## config.mk

```make
export PLATFORM = sky130hd
export DESIGN_NAME = regfile_psr
export DESIGN_NICKNAME = d
export VERILOG_FILES = /design/src/rtl/regfile_psr.sv
export SDC_FILE = /design/constraint.sdc
export NUM_CORES = 1
export LEC_CHECK = 0
export CAP_MARGIN = 20
export CORE_AREA = 2 2 178 180
export CTS_CLUSTER_DIAMETER = 100
export DETAILED_ROUTE_END_ITERATION = 8
export DIE_AREA = 0 0 180 182
export PLACE_DENSITY_LB_ADDON = 0.2
export SLEW_MARGIN = 20
export SYNTH_ARGS = -nofsm -noshare
export SYNTH_HDL_FRONTEND = slang
export SYNTH_SLANG_ARGS = --single-unit
```

## constraint.sdc

```tcl
create_clock -name clk -period 3.9 [get_ports clk]
set_input_delay 0.78 -clock clk [delete_from_list [all_inputs] [get_ports clk]]
set_output_delay 0.78 -clock clk [all_outputs]
set_load 0.02 [all_outputs]
```

## src/rtl/regfile_psr.sv

```systemverilog
// regfile_psr: register file feeding ALU operands A/B, one write port for ALU
// result C, and a masked processor status register {Z,C,F,N,L}.
// Optional build macro: REGFILE_BYPASS_EN (same-cycle write-to-read forwarding).
module regfile_psr #(
    parameter int DATA_W = 16,
    parameter int ADDR_W = 4,
    parameter int FLAG_W = 5
) (
    input  logic              clk,
    input  logic              reset_n,
    input  logic [ADDR_W-1:0] ra_addr,
    input  logic [ADDR_W-1:0] rb_addr,
    output logic [DATA_W-1:0] a_data,
    output logic [DATA_W-1:0] b_data,
    input  logic              wr_en,
    input  logic [ADDR_W-1:0] wr_addr,
    input  logic [DATA_W-1:0] wr_data,
    input  logic [FLAG_W-1:0] flags_in,
    input  logic [FLAG_W-1:0] flag_wr_mask,
    input  logic              psr_clr,
    output logic [FLAG_W-1:0] psr
);

    localparam int unsigned NREG = 1 << ADDR_W;

    logic [DATA_W-1:0] regs [NREG];

    // Register array: cleared asynchronously, written from ALU result C.
    always_ff @(posedge clk or negedge reset_n) begin
        if (!reset_n) begin
            for (int unsigned i = 0; i < NREG; i++) begin
                regs[i] <= '0;
            end
        end else if (wr_en) begin
            regs[wr_addr] <= wr_data;
        end
    end

    // Operand read ports, with optional forwarding of the in-flight write.
    always_comb begin
        a_data = regs[ra_addr];
        b_data = regs[rb_addr];
`ifdef REGFILE_BYPASS_EN
        // Forwarding is gated by reset_n so reads stay zero throughout reset.
        if (reset_n && wr_en && (wr_addr == ra_addr)) begin
            a_data = wr_data;
        end
        if (reset_n && wr_en && (wr_addr == rb_addr)) begin
            b_data = wr_data;
        end
`endif
    end

    // PSR: clear wins over the per-bit mask; unmasked bits hold.
    always_ff @(posedge clk or negedge reset_n) begin
        if (!reset_n) begin
            psr <= '0;
        end else if (psr_clr) begin
            psr <= '0;
        end else begin
            psr <= (flag_wr_mask & flags_in) | (~flag_wr_mask & psr);
        end
    end

endmodule

```

* After elaboration in Yosys (flattened, before gate mapping)
Cells that the tools add are included.
** Storage, ports and cells
- Register bits after elaboration :: 261
- Logic and storage cells :: 39
- Output and inout bits :: 37
- Input port bits :: 42
** Operators by class
- Bitwise operators :: 7
- Reductions and logical operators :: 1
- $lt $le $gt $ge :: 4
- Multiplexer cells :: 10
** Operators with widths (number)
- bitwise mux 256 bit :: 1
- binary-select mux 16 bit (select 4 bit) :: 2
- 2-to-1 mux 16 bit :: 5
- demux 16 bit (select 4 bit) :: 1
- greater-or-equal comparator 5 bit (second input constant) :: 3
- NOT 4 -> 5 bit :: 3
- bitwise AND 5 bit :: 2
- less-than comparator 5 x 1 -> 1 bit (second input constant) :: 1
- 2-to-1 mux 5 bit :: 1
- NOT 5 bit :: 1
- bitwise OR 5 bit :: 1
- logical AND 1 bit :: 1

* Depth between registers and ports, before layout
- Word-level depth :: 6
- Mapped depth :: 6
- Mapped depth without buffers :: 3

* Worst setup path after synthesis
OpenSTA, ideal clock, no wires.
- Path kind :: in2out
- Start point :: input ra_addr[0]
- End point :: output a_data[10]
- Path slack :: 966 ps
- Data arrival time :: 2154 ps
- Stages on the path :: 5
- Path buffers :: 2
- Required time :: 3120 ps
- Cell sequence :: buf_2 -> buf_2 -> mux4_2 -> a22oi_1 -> nand2_1
** On the way
- Longest elaborated chain between the ends :: 4
** RTL lines
- from (decl) :: line 11 : input logic [ADDR_W-1:0] ra_addr,
- NOT 4 -> 5 bit (not written as such) :: line 41 : a_data = regs[ra_addr];
- binary-select mux 16 bit (select 4 bit) :: line 41
- 2-to-1 mux 16 bit (not written as such) (2 in series) :: line 41
- to (decl) :: line 13 : output logic [DATA_W-1:0] a_data,
Every way passes these cells. The select of a mux whose other input is x is not followed.

* Worst setup path after layout
- Start point :: input rb_addr[0]
- End point :: output b_data[13]
** On the way
- Longest elaborated chain between the ends :: 4
** RTL lines
- from (decl) :: line 12 : input logic [ADDR_W-1:0] rb_addr,
- NOT 4 -> 5 bit (not written as such) :: line 42 : b_data = regs[rb_addr];
- binary-select mux 16 bit (select 4 bit) :: line 42
- 2-to-1 mux 16 bit (not written as such) (2 in series) :: line 42
- to (decl) :: line 14 : output logic [DATA_W-1:0] b_data,
Every way passes these cells. The select of a mux whose other input is x is not followed.

==> impl_results.html <==
<table>
<tr><th>Metric</th><th>Value</th></tr>
<tr><th colspan="2">Pwr</th></tr>
<tr><td>Leakage Power</td><td>6.61 nW</td></tr>
<tr><td>Overall power consumption</td><td>8.53 mW</td></tr>
<tr><td>VDD IR-drop max</td><td>0.309 mV</td></tr>
<tr><td>Power per Cell Area</td><td>531 mW/mm²</td></tr>
<tr><th colspan="2">Synthesis</th></tr>
<tr><td>Cell count after synthesis</td><td>864</td></tr>
<tr><td>Synthesis Warnings</td><td>0</td></tr>
<tr><td>Synth Register Bits</td><td>261</td></tr>
<tr><td>Netlist area before placement</td><td>0.0137 mm²</td></tr>
<tr><td>Net count after synthesis</td><td>906</td></tr>
<tr><td>Synth Area per Inst</td><td>15.8 µm²</td></tr>
<tr><td>Share of synthesized area occupied by flip-flops and latches</td><td>47.8%</td></tr>
<tr><td>Number of unique standard cell types used by synthesis</td><td>25</td></tr>
<tr><th colspan="2">Clock network</th></tr>
<tr><td>Hold buffer count at CTS</td><td>0</td></tr>
<tr><td>Clock-pin slew on the worst setup and hold paths</td><td>0.06 ns</td></tr>
<tr><td>Maximum root-to-sink buffer count</td><td>3</td></tr>
<tr><td>Number of buffers added by the clock tree synthesis step</td><td>29</td></tr>
<tr><td>Clk root buf</td><td>clkbuf_16</td></tr>
<tr><td>Clk Latency, worst-skew pair</td><td>0.54 ns</td></tr>
<tr><td>Deepest level of the CTS H-tree</td><td>1</td></tr>
<tr><td>Post-cts resize count</td><td>0</td></tr>
<tr><td>Total clock sinks</td><td>261</td></tr>
<tr><td>Post-CTS repair timing setup buffer count</td><td>0</td></tr>
<tr><td>Clock tree from TritonCTS</td><td>done</td></tr>
<tr><th colspan="2">Floorplan</th></tr>
<tr><td>Area of the die</td><td>0.0328 mm²</td></tr>
<tr><td>Standard-cell rows</td><td>65</td></tr>
<tr><td>Core region area</td><td>0.0310 mm²</td></tr>
<tr><td>I/O pin cnt</td><td>79</td></tr>
<tr><td>Height of the die</td><td>182 µm</td></tr>
<tr><td>Initial Util</td><td>44.1%</td></tr>
<tr><td>Die boundary width</td><td>180 µm</td></tr>
<tr><th colspan="2">Routing</th></tr>
<tr><td>Iter 0 DRT Violations</td><td>581</td></tr>
<tr><td>Drc violations</td><td>0</td></tr>
<tr><td>DRT Pass-1 Iters</td><td>4</td></tr>
<tr><td>Metal2 WL</td><td>18700 µm</td></tr>
<tr><td>Post-detailed-route count of antenna-violating nets</td><td>0</td></tr>
<tr><td>DRT Wirelength</td><td>37100 µm</td></tr>
<tr><td>Highest signal layer in the routed design</td><td>met4</td></tr>
<tr><td>WL met1</td><td>15400 µm</td></tr>
<tr><td>Routed length on met3</td><td>1700 µm</td></tr>
<tr><td>Per-cell routed wire length</td><td>27.2 µm</td></tr>
<tr><td>Total via count after detailed routing</td><td>8344</td></tr>
<tr><td>Number of vias per cell after detailed routing</td><td>6.13</td></tr>
<tr><th colspan="2">STA</th></tr>
<tr><td>Final worst path period share</td><td>91.3%</td></tr>
<tr><td>Remaining max-slew budget at the tightest pin</td><td>25.3%</td></tr>
<tr><td>RSZ-0062 raised after global routing</td><td>no</td></tr>
<tr><td>Crit path setup slack, layout</td><td>0.340 ns</td></tr>
<tr><td>Slew at the pin closest to its max-slew limit</td><td>1.12 ns</td></tr>
<tr><td>Setup clock skew after layout</td><td>0 ns</td></tr>
<tr><td>Final setup viols</td><td>0</td></tr>
<tr><td>Clock period minus worst slack</td><td>3.56 ns</td></tr>
<tr><td>Max Slew Vio Count</td><td>0</td></tr>
<tr><td>Accumulated negative setup slack</td><td>0 ns</td></tr>
<tr><td>Final Hold Slack</td><td>0.167 ns</td></tr>
<tr><td>Maximum achievable frequency</td><td>0.281 GHz</td></tr>
<tr><td>Number of hold violations in the final report</td><td>0</td></tr>
<tr><th colspan="2">Run</th></tr>
<tr><td>Count of maximum capacitance violations</td><td>0</td></tr>
<tr><th colspan="2">Cells and area</th></tr>
<tr><td>Fillers</td><td>2580</td></tr>
<tr><td>Core occupancy in the finished layout</td><td>51.9%</td></tr>
<tr><td>Layout cell share with drive strength beyond 1</td><td>51.8%</td></tr>
<tr><td>Layout overhead on the synthesized area</td><td>17.6%</td></tr>
<tr><td>Non-Filler Instances</td><td>1361</td></tr>
<tr><td>Final net count</td><td>981</td></tr>
<tr><td>Final Cell Area</td><td>0.0161 mm²</td></tr>
<tr><th colspan="2">Worst setup path</th></tr>
<tr><td>Startpoint of the lowest-slack register-to-register path</td><td>regs[232]</td></tr>
<tr><td>Element type at the critical path start</td><td>input pin</td></tr>
<tr><td>Number of cells on the worst reg-to-reg path</td><td>1</td></tr>
<tr><td>Worst flop-to-flop path endpoint</td><td>regs[232]</td></tr>
<tr><td>Worst path cell trace</td><td>buf_4 -&gt; buf_12 -&gt; mux4_2 -&gt; a22oi_1 -&gt; nand2_1 -&gt; clkdlybuf4s50_1</td></tr>
<tr><td>Signal arrival time at the worst endpoint</td><td>2.78 ns</td></tr>
<tr><td>End point of the critical path</td><td>b_data[13]</td></tr>
<tr><td>Critical Path Slowest Stage Cell</td><td>clkdlybuf4s50_1</td></tr>
<tr><td>Kind of critical path</td><td>input pin to primary output</td></tr>
<tr><td>Type of element capturing the critical path</td><td>primary output</td></tr>
<tr><td>Stage delay of the slowest cell on the critical path</td><td>0.58 ns</td></tr>
<tr><td>Required time at the worst-slack endpoint</td><td>3.12 ns</td></tr>
<tr><td>Setup slack of the worst register-to-register path</td><td>3.10 ns</td></tr>
<tr><td>Largest fanout on the critical path</td><td>25</td></tr>
<tr><td>Worst setup path startpoint</td><td>rb_addr[0]</td></tr>
<tr><th colspan="2">Hold path</th></tr>
<tr><td>Class of the worst hold path</td><td>input pin to async pin</td></tr>
<tr><th colspan="2">Place</th></tr>
<tr><td>Routability Congestion</td><td>0.768</td></tr>
<tr><td>IO buf count</td><td>78</td></tr>
<tr><td>Placement-stage cell area</td><td>0.0152 mm²</td></tr>
<tr><td>Post-detail-place hpwl</td><td>22600 µm</td></tr>
<tr><td>Worst slack at placement</td><td>0.350 ns</td></tr>
<tr><td>Placed cell count</td><td>1310</td></tr>
<tr><th colspan="2">GRT</th></tr>
<tr><td>Global-route wire length before repair</td><td>57100 µm</td></tr>
<tr><td>Number of global-route vias before repair</td><td>8842</td></tr>
<tr><td>Initial antenna violation count</td><td>1</td></tr>
<tr><td>Global routing usage summed across all routing layers</td><td>23.1%</td></tr>
<tr><td>Remaining global-route overflow</td><td>0</td></tr>
<tr><td>Pin count of the biggest net entering global routing</td><td>106</td></tr>
<tr><th colspan="2">Status</th></tr>
<tr><td>Status</td><td>finished clean</td></tr>
</table>
[where the power goes]
group          leakage, nW  switching (mW)  internal [mW]  total, mW
combinational         2.96           0.777           1.31       2.09
clock                0.446            1.08           1.59       2.67
sequential            3.21           0.445           3.34       3.78
[cells in the final DEF, fill, tap and decap left out, types with 5 or more instances in the layout]
cell type,netlist,routed
a22oi_1,64,64
buf_12,0,18
buf_4,6,30
clkbuf_1,39,11
clkbuf_16,0,29
clkbuf_8,0,5
clkdlybuf4s50_1,0,73
dfrtp_1,261,261
mux2_2,245,245
mux2_4,11,11
mux2i_1,5,5
mux4_2,128,128
nand2_1,34,34
nor2_1,9,5
nor2_2,4,8
nor3_4,0,6
[how the worst min path moves through the flow]
stage	to	slack [ns]	depth (start not counted)	start
CTS	regs[108]	0.19	1	reset_n
detailed placement	regs[29]	0.51	1	regs[29]
global placement	regs[81]	0.50	1	regs[81]
finish	regs[108]	0.17	1	reset_n
floorplan	psr[0]	0.48	0	reset_n
global route	regs[76]	0.19	1	reset_n
[flip-flops by register name (all words and copies together) (netlist names)]
name,flops
psr,5
regs,256
[cell usage after synthesis]
cell	number	area, µm²
nand3b_1	2	15.0
mux2i_1	5	50.1
buf_4	6	45.0
nand2b_1	1	6.26
nor2b_1	4	25.0
buf_6	6	67.6
clkbuf_1	39	146
a22oi_1	64	480
nand3_1	2	10.0
mux2_2	245	2760
and2_1	2	12.5
buf_1	5	18.8
or3_1	2	12.5
mux2_4	11	165
buf_8	1	15.0
dfrtp_1	261	6530
nor4_4	1	21.3
mux4_2	128	2880
nor2_1	9	33.8
nand2b_4	2	27.5
nand2_1	34	128
buf_2	23	115
nor2_2	4	25.0
or4_4	1	11.3
nor3_2	6	60.1
[critical path, delay by kind of cell]
kind                   cells  cell delay (ns)
AOI/OAI and AO/OA          1             0.23
buffers and inverters      3             1.04
muxes                      1             0.53
and+or+nand+nor            1             0.17
[routing by layer]
| layer | GRT usage, % | vias up |
|---|---|---|
| met3 | 3.49 | 67 |
| met1 | 30.0 | 4526 |
| met2 | 39.7 | 225 |
| met4 | 7.87 | 0 |
| met5 | 0 | - |
| li1 | - | 3526 |
[kinds of logic after synthesis]
group,Yosys count,share of synthesized area [%]
buf+inv,80,2.98
flops,261,47.8
mux,389,42.9
simple gates,70,2.84
compound gates,64,3.52
[final cells by class]
| class | instances | area [µm²] | area share, % |
|---|---|---|---|
| multi-input combinational | 523 | 6780 | 42.2 |
| sequential | 261 | 6530 | 40.6 |
| timing repair buffer | 124 | 1340 | 8.35 |
| clock buffer | 45 | 836 | 5.20 |
| tap | 402 | 503 | 3.13 |
| clock inverter | 5 | 75.1 | 0.467 |
| antenna | 1 | 2.50 | 0.0156 |
(Power assumes the default switching activity.)
